[config.mk]
export PLATFORM = sky130hd
export DESIGN_NAME = cam_capture
export DESIGN_NICKNAME = d
export VERILOG_FILES = /design/src/rtl/cam_capture.sv
export SDC_FILE = /design/constraint.sdc
export NUM_CORES = 1
export LEC_CHECK = 0
export BUFFER_PORTS_ARGS = -buffer_cell sky130_fd_sc_hd__buf_2
export CORE_UTILIZATION = 37
export CTS_BUF_LIST = sky130_fd_sc_hd__clkbuf_2 sky130_fd_sc_hd__clkbuf_4 sky130_fd_sc_hd__clkbuf_8
export CTS_CLUSTER_DIAMETER = 100
export DETAILED_ROUTE_END_ITERATION = 7
export PLACE_DENSITY = 0.61
export SYNTH_ARGS = -nofsm -noshare
export SYNTH_HDL_FRONTEND = slang
export SYNTH_SLANG_ARGS = --single-unit
[constraint.sdc]
create_clock -name pclk -period 3 [get_ports pclk]
set_input_delay 0.3 -clock pclk [delete_from_list [all_inputs] [get_ports pclk]]
set_output_delay 0.3 -clock pclk [all_outputs]
set_load 0.1 [all_outputs]
[src/rtl/cam_capture.sv]
// Camera sensor byte-stream capture: assembles two-byte pixels, converts the format,
// optionally decimates by 2 and writes the stored pixels into a frame buffer.
module cam_capture #(
    parameter int AW    = 15,
    parameter int DW    = 8,
    parameter int IMG_W = 160,
    parameter int IMG_H = 120,
    parameter int DEC   = 1
) (
    input  logic          pclk,
    input  logic          rst,
    input  logic          capture_en,
    input  logic [1:0]    fmt,
    input  logic          vsync,
    input  logic          href,
    input  logic [7:0]    px_data,
    output logic [AW-1:0] mem_px_addr,
    output logic [DW-1:0] mem_px_data,
    output logic          px_wr,
    output logic          busy,
    output logic          frame_done,
    output logic [1:0]    frame_err
);
    localparam int SENS_W = IMG_W * DEC;
    localparam int SENS_H = IMG_H * DEC;
    localparam int NPIX   = IMG_W * IMG_H;
    localparam int CW     = $clog2(SENS_W + 1);
    localparam int LW     = $clog2(SENS_H + 1);
    localparam int PW     = $clog2(NPIX + 1);

    typedef enum logic [1:0] {IDLE, SYNC, CAPTURE, DONE} state_t;

    state_t        state_reg;
    logic [1:0]    fmt_reg;
    logic          phase_reg;
    logic          href_reg;
    logic [7:0]    byte0_reg;
    logic [CW-1:0] col_reg;
    logic [LW-1:0] line_reg;
    logic          col_odd_reg;
    logic          line_odd_reg;
    logic [PW-1:0] pix_cnt_reg;
    logic          ovf_reg;

    logic [CW-1:0] st_col;
    logic [LW-1:0] st_line;
    logic          dec_ok;
    logic          in_range;
    logic [AW-1:0] addr_next;
    logic [DW-1:0] pix_next;

    // Column/line counters saturate at the sensor size; separate parity bits keep
    // the decimation test exact even for over-long lines and frames.
    assign st_col    = col_reg >> (DEC - 1);
    assign st_line   = line_reg >> (DEC - 1);
    assign dec_ok    = (DEC == 1) || (!col_odd_reg && !line_odd_reg);
    assign in_range  = (col_reg < CW'(SENS_W)) && (line_reg < LW'(SENS_H));
    assign addr_next = AW'(st_line) * AW'(IMG_W) + AW'(st_col);

    generate
        if (DW == 12) begin : g_dw12
            always_comb begin
                case (fmt_reg)
                    2'b01:   pix_next = {byte0_reg[7:4], byte0_reg[2:0], px_data[7], px_data[4:1]};
                    2'b10:   pix_next = {4'b0000, byte0_reg};
                    default: pix_next = {4'b0000, byte0_reg[7:5], byte0_reg[2:0], px_data[4:3]};
                endcase
            end
        end else begin : g_dw8
            always_comb begin
                case (fmt_reg)
                    2'b10:   pix_next = byte0_reg;
                    default: pix_next = {byte0_reg[7:5], byte0_reg[2:0], px_data[4:3]};
                endcase
            end
        end
    endgenerate

    always_ff @(posedge pclk or negedge rst) begin
        if (!rst) begin
            state_reg    <= IDLE;
            fmt_reg      <= 2'b00;
            phase_reg    <= 1'b0;
            href_reg     <= 1'b0;
            byte0_reg    <= 8'h00;
            col_reg      <= '0;
            line_reg     <= '0;
            col_odd_reg  <= 1'b0;
            line_odd_reg <= 1'b0;
            pix_cnt_reg  <= '0;
            ovf_reg      <= 1'b0;
            mem_px_addr  <= '0;
            mem_px_data  <= '0;
            px_wr        <= 1'b0;
            busy         <= 1'b0;
            frame_done   <= 1'b0;
            frame_err    <= 2'b00;
        end else begin
            px_wr      <= 1'b0;
            frame_done <= 1'b0;
            case (state_reg)
                IDLE: begin
                    if (capture_en && vsync) begin
                        state_reg <= SYNC;
                        busy      <= 1'b1;
                    end
                end
                SYNC: begin
                    if (!vsync) begin
                        state_reg    <= CAPTURE;
                        fmt_reg      <= fmt;
                        phase_reg    <= 1'b0;
                        href_reg     <= 1'b0;
                        col_reg      <= '0;
                        line_reg     <= '0;
                        col_odd_reg  <= 1'b0;
                        line_odd_reg <= 1'b0;
                        pix_cnt_reg  <= '0;
                        ovf_reg      <= 1'b0;
                    end
                end
                CAPTURE: begin
                    if (vsync) begin
                        // A pixel completing on the vsync edge is dropped here.
                        state_reg <= DONE;
                        busy      <= 1'b0;
                        phase_reg <= 1'b0;
                    end else begin
                        href_reg <= href;
                        if (href) begin
                            phase_reg <= !phase_reg;
                            if (!phase_reg) begin
                                byte0_reg <= px_data;
                            end else begin
                                if (col_reg < CW'(SENS_W))
                                    col_reg <= col_reg + 1'b1;
                                col_odd_reg <= !col_odd_reg;
                                if (dec_ok) begin
                                    if (in_range) begin
                                        px_wr       <= 1'b1;
                                        mem_px_addr <= addr_next;
                                        mem_px_data <= pix_next;
                                        pix_cnt_reg <= pix_cnt_reg + 1'b1;
                                    end else begin
                                        ovf_reg <= 1'b1;
                                    end
                                end
                            end
                        end else begin
                            phase_reg <= 1'b0;
                            if (href_reg) begin
                                col_reg      <= '0;
                                col_odd_reg  <= 1'b0;
                                line_odd_reg <= !line_odd_reg;
                                if (line_reg < LW'(SENS_H))
                                    line_reg <= line_reg + 1'b1;
                            end
                        end
                    end
                end
                DONE: begin
                    frame_done <= 1'b1;
                    frame_err  <= {ovf_reg, pix_cnt_reg < PW'(NPIX)};
                    busy       <= capture_en;
                    state_reg  <= capture_en ? SYNC : IDLE;
                end
                default: state_reg <= IDLE;
            endcase
        end
    end

endmodule
==> results of run 1 <==
-- placed cells by master, fill, tap and decap left out, types with 7 or more instances in the layout --
cell	n
a21oi_1	9
buf_2	42
clkbuf_8	9
dfrtp_1	73
ha_1	21
inv_1	11
mux2_2	12
mux2i_1	7
nand2_1	61
nand3_1	8
nand4_1	7
nor2_1	39
o21ai_0	31
xnor2_1	18
xor2_1	8
-- per-layer routing --
layer  share of wire  routed length [µm]
met5               0                   0
met4           0.015                 106
met3           0.042                 300
met2            0.44                3208
met1            0.50                3609
-- worst max path at each step --
| stage | start | to | slack, ns |
|---|---|---|---|
| finish | line_reg[3] | mem_px_addr[13] | 0.24 |
| detailed placement | line_reg[3] | mem_px_addr[13] | 0.23 |
| floorplan | line_reg[3] | mem_px_addr[13] | 0.39 |
| global placement | line_reg[3] | mem_px_addr[13] | 0.31 |
| global route | line_reg[3] | mem_px_addr[13] | 0.1 |
| CTS | line_reg[3] | mem_px_addr[13] | 0.22 |
-- cell type report --
cell class,count,share of cell area
tap,133,0.03768
clock inverter,7,0.02266
inverter,11,0.009348
timing repair buffer,49,0.06006
sequential,73,0.4136
multi-input combinational,289,0.4286
clock buffer,9,0.02805
-- per-stage QoR --
step	utilization	setup WS, ns	std cells	total power [mW]	cell area, µm²
4_1_cts	0.4477	0.2238	571	3.311	4417
2_1_floorplan	-	0.3870	385	2.184	3816
3_5_place_dp	0.4240	0.2296	554	2.422	4183
5_1_grt	0.4477	0.09708	571	3.467	4417
6_report	0.4477	0.2395	571	3.273	4417
3_3_place_gp	0.4240	0.3059	554	2.399	4183
-- power breakdown --
| part | switching, mW | internal, mW | leakage, nW |
|---|---|---|---|
| logic | 0.830 | 0.303 | 1.05 |
| registers | 0.110 | 1.15 | 0.980 |
| clock network | 0.402 | 0.477 | 0.115 |
-- cell usage after synthesis, drive strengths merged, types with 2 or more instances --
cell | number | area (µm²)
dfrtp | 73 | 1827
nand2 | 61 | 229.0
nor2 | 39 | 146.4
o21ai | 31 | 155.2
ha | 21 | 262.8
xnor2 | 18 | 157.7
mux2 | 12 | 135.1
inv | 11 | 41.29
a21oi | 9 | 45.04
nand3 | 8 | 40.04
xor2 | 8 | 70.07
mux2i | 7 | 70.07
nand4 | 7 | 43.79
nor3 | 7 | 40.04
a21o | 6 | 45.04
buf | 6 | 32.53
clkbuf | 6 | 22.52
nor4 | 5 | 43.79
a211oi | 4 | 35.03
and2 | 4 | 25.02
a31oi | 3 | 18.77
and3 | 3 | 18.77
nor2b | 3 | 18.77
nor4b | 3 | 26.28
or2 | 3 | 18.77
and4 | 2 | 20.02
fa | 2 | 40.04
nand2b | 2 | 12.51
nor3b | 2 | 15.01
o211ai | 2 | 15.01
o31a | 2 | 17.52
or3 | 2 | 12.51
-- cells by family (layout without fill, tap and decap cells) --
logic type               Yosys count  count (layout)  synth area share
AND/OR/NAND/NOR                  154             154            0.1938
adder cells (fa/ha/maj)           23              23           0.07934
flip-flops                        73              73            0.4787
AO/OA/AOI/OAI                     67              67            0.1095
buffers and inverters             23              76           0.02525
multiplexers                      19              19           0.05377
XOR/XNOR                          26              26           0.05967
==> flow_metrics.tcl, run 1 <==
set metrics [dict create \
    clock_sinks 73 \
    maxSlewViolCount 0 \
    core_area_um2 9864 \
    viasPerCell 4.965 \
    drt_wl_total_mm 7.224 \
    grt_pass1_wl_mm 13.18 \
    syn_area_um2 3816 \
    ys_ff_latch 73 \
    cts_tree "built" \
    insertion_delay_ns 0.35 \
    syn_area_per_cell_um2 9.912 \
    startpoint_type "register" \
    portBuffers 42 \
    whs_path_depth 2 \
    cpPeakStageDelay_ns 0.54 \
    vias 2835 \
    cp_cell_sequence "ha_1 > ha_1 > fa_1 > nand2_1 > or2_1 > nand2b_1 > or4b_1 > a31oi_1" \
    critPathKind "register to register" \
    synth-edff-count 0 \
    tns_ns 0 \
    r2r-start "line_reg[3]" \
    cts_buffers 9 \
    htreeDepth 3 \
    post-route-period-util 0.9202 \
    grt_max_degree 36 \
    fmax_mhz 362.3 \
    start_util 0.3869 \
    finClkSkew_ns 0.01356 \
    clk_pin_slew_ns 0.09 \
    diodes 0 \
    register_area_um2 1827 \
    yosysSeqAreaShare 0.4787 \
    fillers 965 \
    fin_nets 471 \
    synthDistinctLibCells 52 \
    worstMarginPinSlew_ns 1.112 \
    r2r_slack_ns 0.24 \
    met2_usage 0.2392 \
    met1_usage 0.1976 \
    path_max_fanout 6 \
    synthCells 385 \
    drt-pass1-iter-count 5 \
    antenna_found_initial 0 \
    multiInputGateArea_um2 1893 \
    cp_slowest_cell "fa_1" \
    ant_nets 0 \
    p_leak_nw 2.147 \
    fin_crit_ns 2.760 \
    setup_viol 0 \
    dieArea_um2 10720 \
    hold_path_end "byte0_reg[1]" \
    ctsResizeCount 0 \
    area_growth_pct 15.74 \
    synth_flop_cell "dfrtp_1" \
    rows 36 \
    synth_fp_nets 423 \
    die_x_um 103.6 \
    drcViolationCount 0 \
    relSlewSlack 0.2559 \
    cts-root-buf "clkbuf_8" \
    crit_arrival_ns 3.04 \
    ios 43 \
    cap_violations 0 \
    hp-class "input port to register" \
    grt-busiest-layer "met2" \
    hold_slack_ns 0.1718 \
    clock_tree.buffer_depth 2 \
    status "completed" \
    cts_setup_buffers 0 \
    dp_hpwl_mm 5.249 \
    globalplace.congestion 0.7466 \
    postCtsHoldBufs 1 \
    hold_violations 0 \
    gr-total-overflow 0 \
    cpLargestDelayFamily "adder cells" \
    synthArstFlopShare 1.000 \
    grt_pass1_vias 2890 \
    cp_common_cell "ha_1" \
    cp_num_cells 8 \
    track_usage 0.1496 \
    crit_path_end_kind "register" \
    p_per_area_nw_per_um2 741.0 \
    reg2reg_to "mem_px_addr[13]" \
    grtUsageMet3 0.03965 \
    required_ns 3.28 \
    routedWlPerCell_um 12.65 \
    die_h_um 103.6 \
    hold_start "px_data[1]" \
    drive_gt1_frac 0.1986 \
    crit_buf_inv 0 \
    drt_iter0_drc 87 \
    rsz0062_at_grt "false" \
    irDropWorstVdd_uv 539.1 \
    worstRegToRegCells 8 \
    synth_warnings 0 \
]
Note: power is estimated with default switching activity, not from simulation.
==> inputs of run 2 (changes only) <==
--- a/config.mk
+++ b/config.mk
@@ -11,6 +11,7 @@
 export CTS_CLUSTER_DIAMETER = 100
 export DETAILED_ROUTE_END_ITERATION = 7
 export PLACE_DENSITY = 0.61
+export REMOVE_ABC_BUFFERS = 1
 export SYNTH_ARGS = -nofsm -noshare
 export SYNTH_HDL_FRONTEND = slang
 export SYNTH_SLANG_ARGS = --single-unit
==> run 2 against run 1 <==
Net effect: total power fell by 3.7%; critical endpoint unchanged; largest cell class unchanged; highest routed layer unchanged; combinational power barely moved; setup slack improved by 0.023 ns; sequential cell count did not move; largest power group unchanged; register-to-register slack improved by 0.02 ns.
==> flow_metrics.tcl, run 2 (synthesized netlist as in run 1, its figures left out) <==
set metrics [dict create \
    status "completed" \
    fillers 979 \
    cp_slowest_cell "fa_1" \
    start_util 0.3869 \
    finClkSkew_ns 0.01175 \
    required_ns 3.27 \
    globalplace.congestion 0.8055 \
    track_usage 0.1452 \
    dieArea_um2 10720 \
    setup_viol 0 \
    hold_violations 0 \
    critPathKind "register to register" \
    die_x_um 103.6 \
    ant_nets 0 \
    cts_tree "built" \
    insertion_delay_ns 0.35 \
    irDropWorstVdd_uv 374.7 \
    core_area_um2 9864 \
    relSlewSlack 0.2834 \
    tns_ns 0 \
    cp_common_cell "ha_1" \
    worstRegToRegCells 8 \
    vias 2822 \
    dp_hpwl_mm 5.172 \
    drt-pass1-iter-count 5 \
    clock_tree.buffer_depth 2 \
    grt_max_degree 43 \
    p_per_area_nw_per_um2 719.8 \
    crit_path_end_kind "register" \
    fmax_mhz 365.3 \
    drcViolationCount 0 \
    post-route-period-util 0.9125 \
    die_h_um 103.6 \
    hp-class "input port to asynchronous set/reset pin" \
    cpPeakStageDelay_ns 0.52 \
    cts_setup_buffers 0 \
    rows 36 \
    clock_sinks 73 \
    place_area_um2 4188 \
    htreeDepth 3 \
    worstMarginPinSlew_ns 1.071 \
    diodes 0 \
    path_max_fanout 6 \
    fin_area_um2 4377 \
    drt_iter0_drc 101 \
    fin_crit_ns 2.737 \
    cap_violations 0 \
    grt_pass1_wl_mm 12.71 \
    final_cell_mix "dfrtp_1, nand2_1, buf_2" \
    cp_cell_sequence "ha_1 > ha_1 > fa_1 > nand2_1 > or2_1 > nand2b_1 > or4b_1 > a31oi_1" \
    clk_pin_slew_ns 0.08 \
    p_leak_nw 2.128 \
    final_cell_count_no_fill 568 \
    antenna_found_initial 0 \
    grt_pass1_vias 2712 \
    hold_slack_ns 0.01055 \
    area_growth_pct 14.69 \
    postLayoutCoreUtil 0.4437 \
    postCtsHoldBufs 0 \
    crit_arrival_ns 3.01 \
    routedWlPerCell_um 12.75 \
    portBuffers 42 \
    maxSlewViolCount 0 \
    cts-root-buf "clkbuf_8" \
    ios 43 \
    gr-total-overflow 0 \
    drive_gt1_frac 0.1954 \
    viasPerCell 4.968 \
    ctsResizeCount 0 \
    fin_nets 469 \
    final_common_cell "dfrtp_1" \
    drt_wl_total_mm 7.240 \
    cts_buffers 9 \
    rsz0062_at_grt "false" \
    startpoint_type "register" \
    place_inst 553 \
]
==> run 2: changes by cell type in the layout (fill, tap and decap cells not counted) <==
cell	delta
bufinv_16	-1
inv_6	-3
clkinv_2	+1
buf_12	+1
clkinv_4	+1
buf_4	-2
clkbuf_4	+1
dlygate4sd3_1	-1
==> run 2: final timing paths <==
path	start	slack (ns)	end
setup / recovery	line_reg[3]	0.26	mem_px_addr[13]
setup reg to reg	line_reg[3]	0.26	mem_px_addr[13]
min in group pclk	px_data[0]	0.18	byte0_reg[0]
hold / removal	rst	0.01	fmt_reg[1]
hold reg to reg	mem_px_data[7]	0.47	mem_px_data[7]
max in group asynchronous	rst	2.30	col_reg[5]
==> run 2: per-stage QoR <==
| stage | worst slack, ns | power (mW) |
|---|---|---|
| 5_1_grt | 0.1468 | 3.332 |
| 6_report | 0.2626 | 3.150 |
| 3_5_place_dp | 0.2680 | 2.421 |
| 4_1_cts | 0.2523 | 3.188 |
| 2_1_floorplan | 0.3870 | 2.157 |
| 3_3_place_gp | 0.3145 | 2.401 |
==> run 2: cell type report <==
cell class	count	area, µm²	area share
flip-flops and latches	73	1827	0.4174
repair buffers	47	260.3	0.05946
multi-input cells	289	1893	0.4325
well taps	133	166.4	0.03802
inverters	11	41.29	0.009434
clock buffers	10	131.4	0.03002
clock inverters	5	57.56	0.01315
==> run 2: critical path, delay by kind of cell (launching register included) <==
family | cells | cell delay [ns]
DFF | 1 | 0.46
and+or+nand+nor | 4 | 0.99
adders and majority gates | 3 | 1.07
AOI/OAI and AO/OA | 1 | 0.16
==> run 2: per-layer routing <==
layer,vias up,GRT usage,share of wire
met1,1343,0.1967,0.49
li1,1424,-,-
met3,7,0.03210,0.033
met4,0,0.04969,0.0073
met2,48,0.2296,0.47
met5,-,0,0
==> run 2: power by group <==
part           internal (mW)  switching (mW)  total (mW)
combinational          0.304           0.835        1.14
sequential              1.15           0.107        1.26
clock                  0.389           0.365       0.754
